File: src/rtl/store_buffer.sv
// Posted-store buffer: formats committed stores into word-aligned, lane-replicated
// writes with byte strobes, queues them in a FIFO and drains them to data memory.
module store_buffer #(
  parameter int DEPTH = 4
) (
  input  logic        clk,
  input  logic        rst,
  input  logic        st_valid,
  output logic        st_ready,
  input  logic [31:0] st_addr,
  input  logic [31:0] st_data,
  input  logic [1:0]  st_type,
  output logic        st_misaligned,
  output logic        mem_valid,
  input  logic        mem_ready,
  output logic [31:0] mem_addr,
  output logic [31:0] mem_wdata,
  output logic [3:0]  mem_wstrb,
  input  logic [31:0] ld_addr,
  output logic        ld_hit,
  output logic        empty
);

  localparam int PW = (DEPTH > 1) ? $clog2(DEPTH) : 1;
  localparam int CW = $clog2(DEPTH + 1);

  logic [PW-1:0]    head;
  logic [PW-1:0]    tail;
  logic [CW-1:0]    count;
  logic [DEPTH-1:0] occupied;

  logic [29:0] addr_mem [DEPTH];
  logic [31:0] data_mem [DEPTH];
  logic [3:0]  strb_mem [DEPTH];

  logic        misaligned;
  logic [31:0] fmt_data;
  logic [3:0]  fmt_strb;
  logic        accept;
  logic        push;
  logic        pop;
  logic        unused_ld_bits;

  assign unused_ld_bits = ^ld_addr[1:0];

  // Store formatting and alignment check; type 11 falls through to word.
  always_comb begin
    misaligned = 1'b0;
    fmt_data   = st_data;
    fmt_strb   = 4'b1111;
    case (st_type)
      2'b01: begin
        fmt_data = {4{st_data[7:0]}};
        fmt_strb = 4'b0001 << st_addr[1:0];
      end
      2'b10: begin
        misaligned = st_addr[0];
        fmt_data   = {2{st_data[15:0]}};
        fmt_strb   = st_addr[1] ? 4'b1100 : 4'b0011;
      end
      default: misaligned = (st_addr[1:0] != 2'b00);
    endcase
  end

  assign st_ready  = (count != CW'(DEPTH));
  assign mem_valid = (count != '0);
  assign empty     = (count == '0);
  assign accept    = st_valid && st_ready;
  assign push      = accept && !misaligned;
  assign pop       = mem_valid && mem_ready;

  always_ff @(posedge clk or posedge rst) begin
    if (rst) begin
      head          <= '0;
      tail          <= '0;
      count         <= '0;
      occupied      <= '0;
      st_misaligned <= 1'b0;
    end else begin
      st_misaligned <= accept && misaligned;
      if (pop) begin
        head           <= head + PW'(1);
        occupied[head] <= 1'b0;
      end
      if (push) begin
        tail           <= tail + PW'(1);
        occupied[tail] <= 1'b1;
      end
      case ({push, pop})
        2'b10:   count <= count + CW'(1);
        2'b01:   count <= count - CW'(1);
        default: count <= count;
      endcase
    end
  end

  // Payload storage needs no reset: occupancy and count gate every use of it.
  always_ff @(posedge clk) begin
    if (push) begin
      addr_mem[tail] <= st_addr[31:2];
      data_mem[tail] <= fmt_data;
      strb_mem[tail] <= fmt_strb;
    end
  end

  assign mem_addr  = mem_valid ? {addr_mem[head], 2'b00} : 32'h0;
  assign mem_wdata = mem_valid ? data_mem[head] : 32'h0;
  assign mem_wstrb = mem_valid ? strb_mem[head] : 4'b0000;

  always_comb begin
    ld_hit = 1'b0;
    for (int i = 0; i < DEPTH; i++) begin
      if (occupied[i] && (addr_mem[i] == ld_addr[31:2])) ld_hit = 1'b1;
    end
  end

endmodule
File: config.mk
export PLATFORM = sky130hd
export DESIGN_NAME = store_buffer
export DESIGN_NICKNAME = d
export VERILOG_FILES = /design/src/rtl/store_buffer.sv
export SDC_FILE = /design/constraint.sdc
export NUM_CORES = 1
export LEC_CHECK = 0
export BUFFER_PORTS_ARGS = -buffer_cell sky130_fd_sc_hd__buf_2
export CAP_MARGIN = 10
export CORE_MARGIN = 4
export CORE_UTILIZATION = 55
export CTS_CLUSTER_SIZE = 24
export DETAILED_ROUTE_END_ITERATION = 12
export GPL_ROUTABILITY_DRIVEN = 0
export PLACE_DENSITY = 0.77
export SKIP_CTS_REPAIR_TIMING = 1
export SLEW_MARGIN = 20
export SYNTH_ARGS = -nofsm -noshare
export SYNTH_HDL_FRONTEND = slang
export SYNTH_SLANG_ARGS = --single-unit
File: constraint.sdc
create_clock -name clk -period 6.1 [get_ports clk]
set_clock_uncertainty 0.1 [all_clocks]
set_input_delay 1.22 -clock clk [delete_from_list [all_inputs] [get_ports clk]]
set_output_delay 1.22 -clock clk [all_outputs]
set_load 0.01 [all_outputs]
## Word-level counts from Yosys, hierarchy flattened

Memories as Yosys holds them, arrays and structs flattened.
Index checks and enable logic that the tools add are counted.

- Memory bits (writable): 264
- Memories kept: 3
- Output and inout bits: 73
- Bits in registers: 12
- Word-level logic and storage cells: 64
- Input bits: 102

Memory list:

| name | words | width | rd ports | clocked after Yosys merged registers in | write ports | line | RTL |
|---|---|---|---|---|---|---|---|
| data_mem | 4 | 32 | 1 | 0 | 1 | 33 | `logic [31:0] data_mem [DEPTH];` |
| addr_mem | 4 | 30 | 5 | 0 | 1 | 32 | `logic [29:0] addr_mem [DEPTH];` |
| strb_mem | 4 | 4 | 1 | 0 | 1 | 34 | `logic [3:0] strb_mem [DEPTH];` |

- Reductions and logical operators: 15
- Multiplexer cells: 20
- Equality and inequality tests: 9
- Bitwise operators: 3
- Order comparisons: 4
- $add $sub $neg: 4
- Shifts and indexed selects: 1

Operator list:

| kind | number |
|---|---|
| $eq A30 B30 Y1 | 4 |
| $mux W32 | 2 |
| $pmux W32 S2 | 1 |
| $mux W4 | 4 |
| $logic_and A1 B1 Y1 | 10 |
| $mux W1 | 8 |
| $pmux W4 S2 | 1 |
| $lt A2 B3 Y1 const B | 2 |
| $pmux W3 S2 | 1 |
| $add A2 B1 Y2 const B | 2 |
| $and A4 B4 Y4 | 1 |
| $demux W1 S2 | 2 |
| $eq A2 B1 Y1 const B | 2 |
| $eq A2 B2 Y1 const B | 2 |
| $ge A2 B1 Y1 const B | 2 |
| $not A4 Y4 | 1 |
| $or A4 B4 Y4 | 1 |
| $reduce_bool A2 Y1 | 2 |
| $shl A1 B2 Y4 const A | 1 |
| $add A3 B1 Y3 const B | 1 |
| $logic_not A3 Y1 | 1 |
| $ne A3 B3 Y1 const B | 1 |
| $reduce_bool A3 Y1 | 1 |
| $sub A3 B1 Y3 const B | 1 |
| other kinds (2) | 2 |

## Depth between registers and ports, before layout

- Word-level depth: 9
- Depth in mapped cells: 14
- Depth with buffers taken out: 12

## Worst setup path after synthesis

Ideal clock, no wire load.

- Path type: input to register
- From: input port st_type[0]
- To: memory addr_mem[0][0] (enable)
- Data arrival time: 3.814 ns
- Path buffers: 2
- Required time: 5.569 ns
- Setup slack: 1.755 ns
- Stages: 8
- Library setup time: 0.431 ns
- Cells stage by stage: inv_1 > ha_1 > clkbuf_1 > a21oi_1 > nor2_1 > nor2_1 > buf_2 > and2_1

- Cells in the longest elaborated chain, start to end: 6
- Elaborated cells on any way between the ends: 7
- Classes of those cells: eq/ne (2); mux (3); reduce/logical (2)

Ends and longest elaborated chain:

| what | line | RTL |
|---|---|---|
| start: declaration | 12 | `input logic [1:0] st_type,` |
| $eq A2 B2 Y1 or $eq A2 B1 Y1 (tied branches) | 51 | `case (st_type)` |
| $pmux W1 S2 * | 51 |  |
| $logic_not A1 Y1 * | 69 | `assign push = accept && !misaligned;` |
| $logic_and A1 B1 Y1 * | 69 |  |
| $mux W1 * | 99 | `if (push) begin` |
| $mux W1 (implied by the code) * | 100 | `addr_mem[tail] <= st_addr[31:2];` |
| end: declaration | 32 |  |

Every way passes the cells marked *; elsewhere a longest branch is shown, timed or not.

## Worst setup path after layout

- From: register head[0]
- To: output port mem_addr[14]

- Cells in the longest elaborated chain, start to end: 2

Ends and longest elaborated chain:

| what | line | RTL |
|---|---|---|
| start: declaration | 27 | `logic [PW-1:0] head;` |
| start signal: assignment | 82 | `head <= head + PW'(1);` |
| $mem_v2 Z4 W30 | -- |  |
| $mux W32 | 106 | `assign mem_addr = mem_valid ? {addr_mem[head], 2'b00} : 32'h0;` |
| end: declaration | 16 | `output logic [31:0] mem_addr,` |

No other way between the ends.

==> impl_metrics.py <==
metrics = {
    "routing": {
        "route.met2.wl_um": 14000,
        "drt_first_iter_violations": 663,
        "drt-pass1-iter-count": 5,
        "met1Wirelength_um": 11000,
        "vias": 6980,
        "totalWireLength_um": 27700,
        "drc_errors": 0,
        "topRoutingLayerUsed": "met5",
        "met3WireLength_um": 2100,
        "final_antenna_net_count": 0,
        "detail_route.wl_per_cell_um": 23.0,
        "via_per_inst": 5.79,
    },
    "worst_setup_path": {
        "timing.critical_path.buf_inv": 2,
        "cp.depth": 4,
        "rr_worst_depth": 6,
        "crit_slowest_cell": "dfrtp_4",
        "regToRegEndpoint": "data_mem[0][7]$_DFFE_PP_",
        "setup.worst_path.start": "head[0]$_DFFE_PP0P_",
        "reg2reg_setup_slack_ns": 3.18,
        "worstReg2RegStart": "count[0]$_DFFE_PP0P_",
        "cp.arrival_ns": 2.85,
        "setup.worst_path.start_class": "register",
        "crit_type": "reg -> out",
        "worstPathCellList": "buf_4, mux4_2, and2_1, buf_2",
        "crit_path_max_incr_delay_ns": 0.93,
        "crit_fanout": 38,
        "cp_data_required_time_ns": 4.78,
        "crit_path_end_kind": "primary output",
        "family_with_the_most_delay_on_the_worst_path": "flip-flops",
        "cp-endpoint": "mem_addr[14]",
    },
    "logic_synthesis": {
        "synth-seq-cells": 276,
        "postSynthCellCount": 743,
        "synth_top_family_by_area": "multiplexers",
        "yosys_warnings": 0,
        "synth_adder_area_share_pct": 1.26,
        "yosys.area_share.xor_xnor_pct": 8.76,
        "synth_edf_count": 264,
        "yosys.area_share.simple_pct": 7.06,
        "post_synth_instance_area_sq_mm": 0.0125,
        "area_fraction_in_compound_gates_after_synthesis_pct": 2.30,
        "part_of_the_yosys_area_used_for_sequential_elements_pct": 65.9,
        "syn-mean-instance-area_sq_um": 16.8,
        "postSynth.asyncResetShare_pct": 4.35,
        "yosys_most_used_dff": "edfxtp_1",
        "synth.area.mux_share_pct": 12.1,
        "netlist-cell-type-count": 34,
    },
    "cts": {
        "clock_sinks": 276,
        "tritoncts": "yes",
        "cts_inserted_buffers": 28,
        "ctsHtreeMaxLevel": 1,
        "clock_transition_time_at_the_flip_flop_clock_pins_of_the_worst_setup_and_hold_paths_ns": 0.06,
        "clk_latency_ns": 0.53,
        "root_buffer": "clkbuf_16",
        "clock_tree.buffer_depth": 3,
    },
    "pwr": {
        "worst_ir_drop_vdd_mv": 0.311,
        "power.switching_fraction_pct": 30.1,
        "pint_mw": 4.40,
        "power.share.combinational_pct": 31.5,
        "seq_power_share_pct": 41.4,
        "cell_pwr_density_mw_per_mm2": 435,
        "p_switching_mw": 1.89,
        "cellLeakagePower_nw": 5.09,
        "power.share.clock_pct": 27.1,
    },
    "grt": {
        "number_of_global_route_vias_before_repair": 7270,
        "grt_antenna_before_repair": 1,
        "maximum_number_of_pins_on_one_net_before_global_route_repair": 59,
        "first_pass_grt_wire_length_um": 42900,
        "global_route.overflow_total": 0,
        "grt.total_usage_pct": 22.0,
    },
    "place": {
        "placement.io_buffers": 170,
        "post-dp-hpwl_um": 18700,
    },
    "layout": {
        "nets": 1017,
        "drive_above_1_share_pct": 31.4,
        "layout_commonest_cell": "edfxtp_1",
        "layout.cells.most_common_list": "edfxtp_1 (264), buf_2 (170), xnor2_1 (79)",
        "area_growth_pct": 15.8,
    },
    "floorplan": {
        "fp.coreArea_sq_mm": 0.0221,
        "io_pins": 175,
        "fp-row-count": 54,
        "die_area_sq_mm": 0.0252,
        "initial_utilization_pct": 56.6,
        "fp.dieH_um": 159,
        "die_w_um": 159,
    },
    "hold_path": {
        "timing.hold.worst.class": "reg -> reg",
    },
    "run": {
        "max_cap_viol_count": 0,
    },
    "timing": {
        "timing.final.crit_share_pct": 68.3,
        "timing.final.max_slew_violations": 0,
        "hold_viol": 0,
        "rsz0062_at_grt": "false",
        "final.setup.tns_ns": 0,
        "final_setup_violating_endpoints": 0,
        "fin_crit_ns": 4.17,
        "finalHoldWorstSlack_ns": 0.384,
        "worst_pin_slew_ns": 0.948,
        "slew-limit-headroom_pct": 36.8,
        "highest_clock_rate_ghz": 0.240,
    },
    "run_status": {
        "run_status": "finished, final reports clean",
    },
}
[cells by family (layout without fill, tap and decap cells)]
kind of cell	after synthesis	count (layout)
adder cells (fa/ha/maj)	12	12
multiplexers	68	68
AND/OR/NAND/NOR	155	155
flip-flops	276	276
buffers and inverters	63	244
XOR/XNOR	125	125
AO/OA/AOI/OAI	43	43
other	1	3
[stage by stage]
step | power (mW) | util (%) | cells | setup WS (ns) | cell area [sq um]
after floorplan | 3.98 | - | 744 | 1.75 | 12500
after global placement | 4.63 | 61.3 | 1153 | 1.69 | 13500
after detailed placement | 4.65 | 61.3 | 1153 | 1.67 | 13500
after global routing | 6.61 | 65.5 | 1205 | 1.71 | 14500
final | 6.29 | 65.5 | 1206 | 1.93 | 14500
after CTS | 6.36 | 65.5 | 1205 | 1.85 | 14500
[state kept, by name (all words and copies together), names as in the netlist]
register	count
addr_mem	120
count	3
data_mem	128
head	2
occupied	4
st_misaligned	1
strb_mem	16
tail	2
[Yosys cell counts (7+ instances only)]
library cell | instances | area, sq um
a22o_1 | 12 | 105
a22oi_1 | 8 | 60.1
and2_1 | 71 | 444
buf_2 | 7 | 35.0
clkbuf_1 | 31 | 116
dfrtp_1 | 12 | 300
edfxtp_1 | 264 | 7930
ha_1 | 11 | 138
inv_1 | 13 | 48.8
mux4_2 | 66 | 1490
nand2_1 | 30 | 113
nand4_1 | 25 | 156
nor4_1 | 16 | 100
o21ai_0 | 18 | 90.1
xnor2_1 | 79 | 692
xor2_1 | 46 | 403
[layout make-up]
type	instances	area (sq um)
Tap cell	280	350
Multi-Input combinational cell	405	3940
Clock buffer	36	752
Inverter	13	48.8
Fill cell	1570	7630
Timing Repair Buffer	179	968
Antenna cell	1	2.50
Clock inverter	16	168
Sequential cell	276	8230
[power groups by stage]
stage	sequential (mW)	combinational (mW)	clock, mW
floorplan	2.51	1.47	0
global placement	2.64	1.99	0
detailed placement	2.65	2.00	0
CTS	2.61	2.02	1.72
global route	2.64	2.16	1.82
finish	2.60	1.98	1.70
[worst min-delay path by stage]
stage	startpoint	to	slack [ns]	cells past startpoint
after global placement	count[2]$_DFFE_PP0P_	count[2]$_DFFE_PP0P_	0.38	1
after floorplan	count[2]$_DFFE_PP0P_	count[2]$_DFFE_PP0P_	0.36	1
after CTS	count[2]$_DFFE_PP0P_	count[2]$_DFFE_PP0P_	0.39	1
final	count[2]$_DFFE_PP0P_	count[2]$_DFFE_PP0P_	0.38	1
after detailed placement	count[2]$_DFFE_PP0P_	count[2]$_DFFE_PP0P_	0.38	1
after global routing	count[2]$_DFFE_PP0P_	count[2]$_DFFE_PP0P_	0.41	1
[routing by layer]
metal  track usage [%]  up-vias
met3              3.86       43
met2              37.5      307
li1                  -     3147
met4              5.09        2
met1              30.2     3481
met5                 0        -
Power figures use the tool's default switching activity.
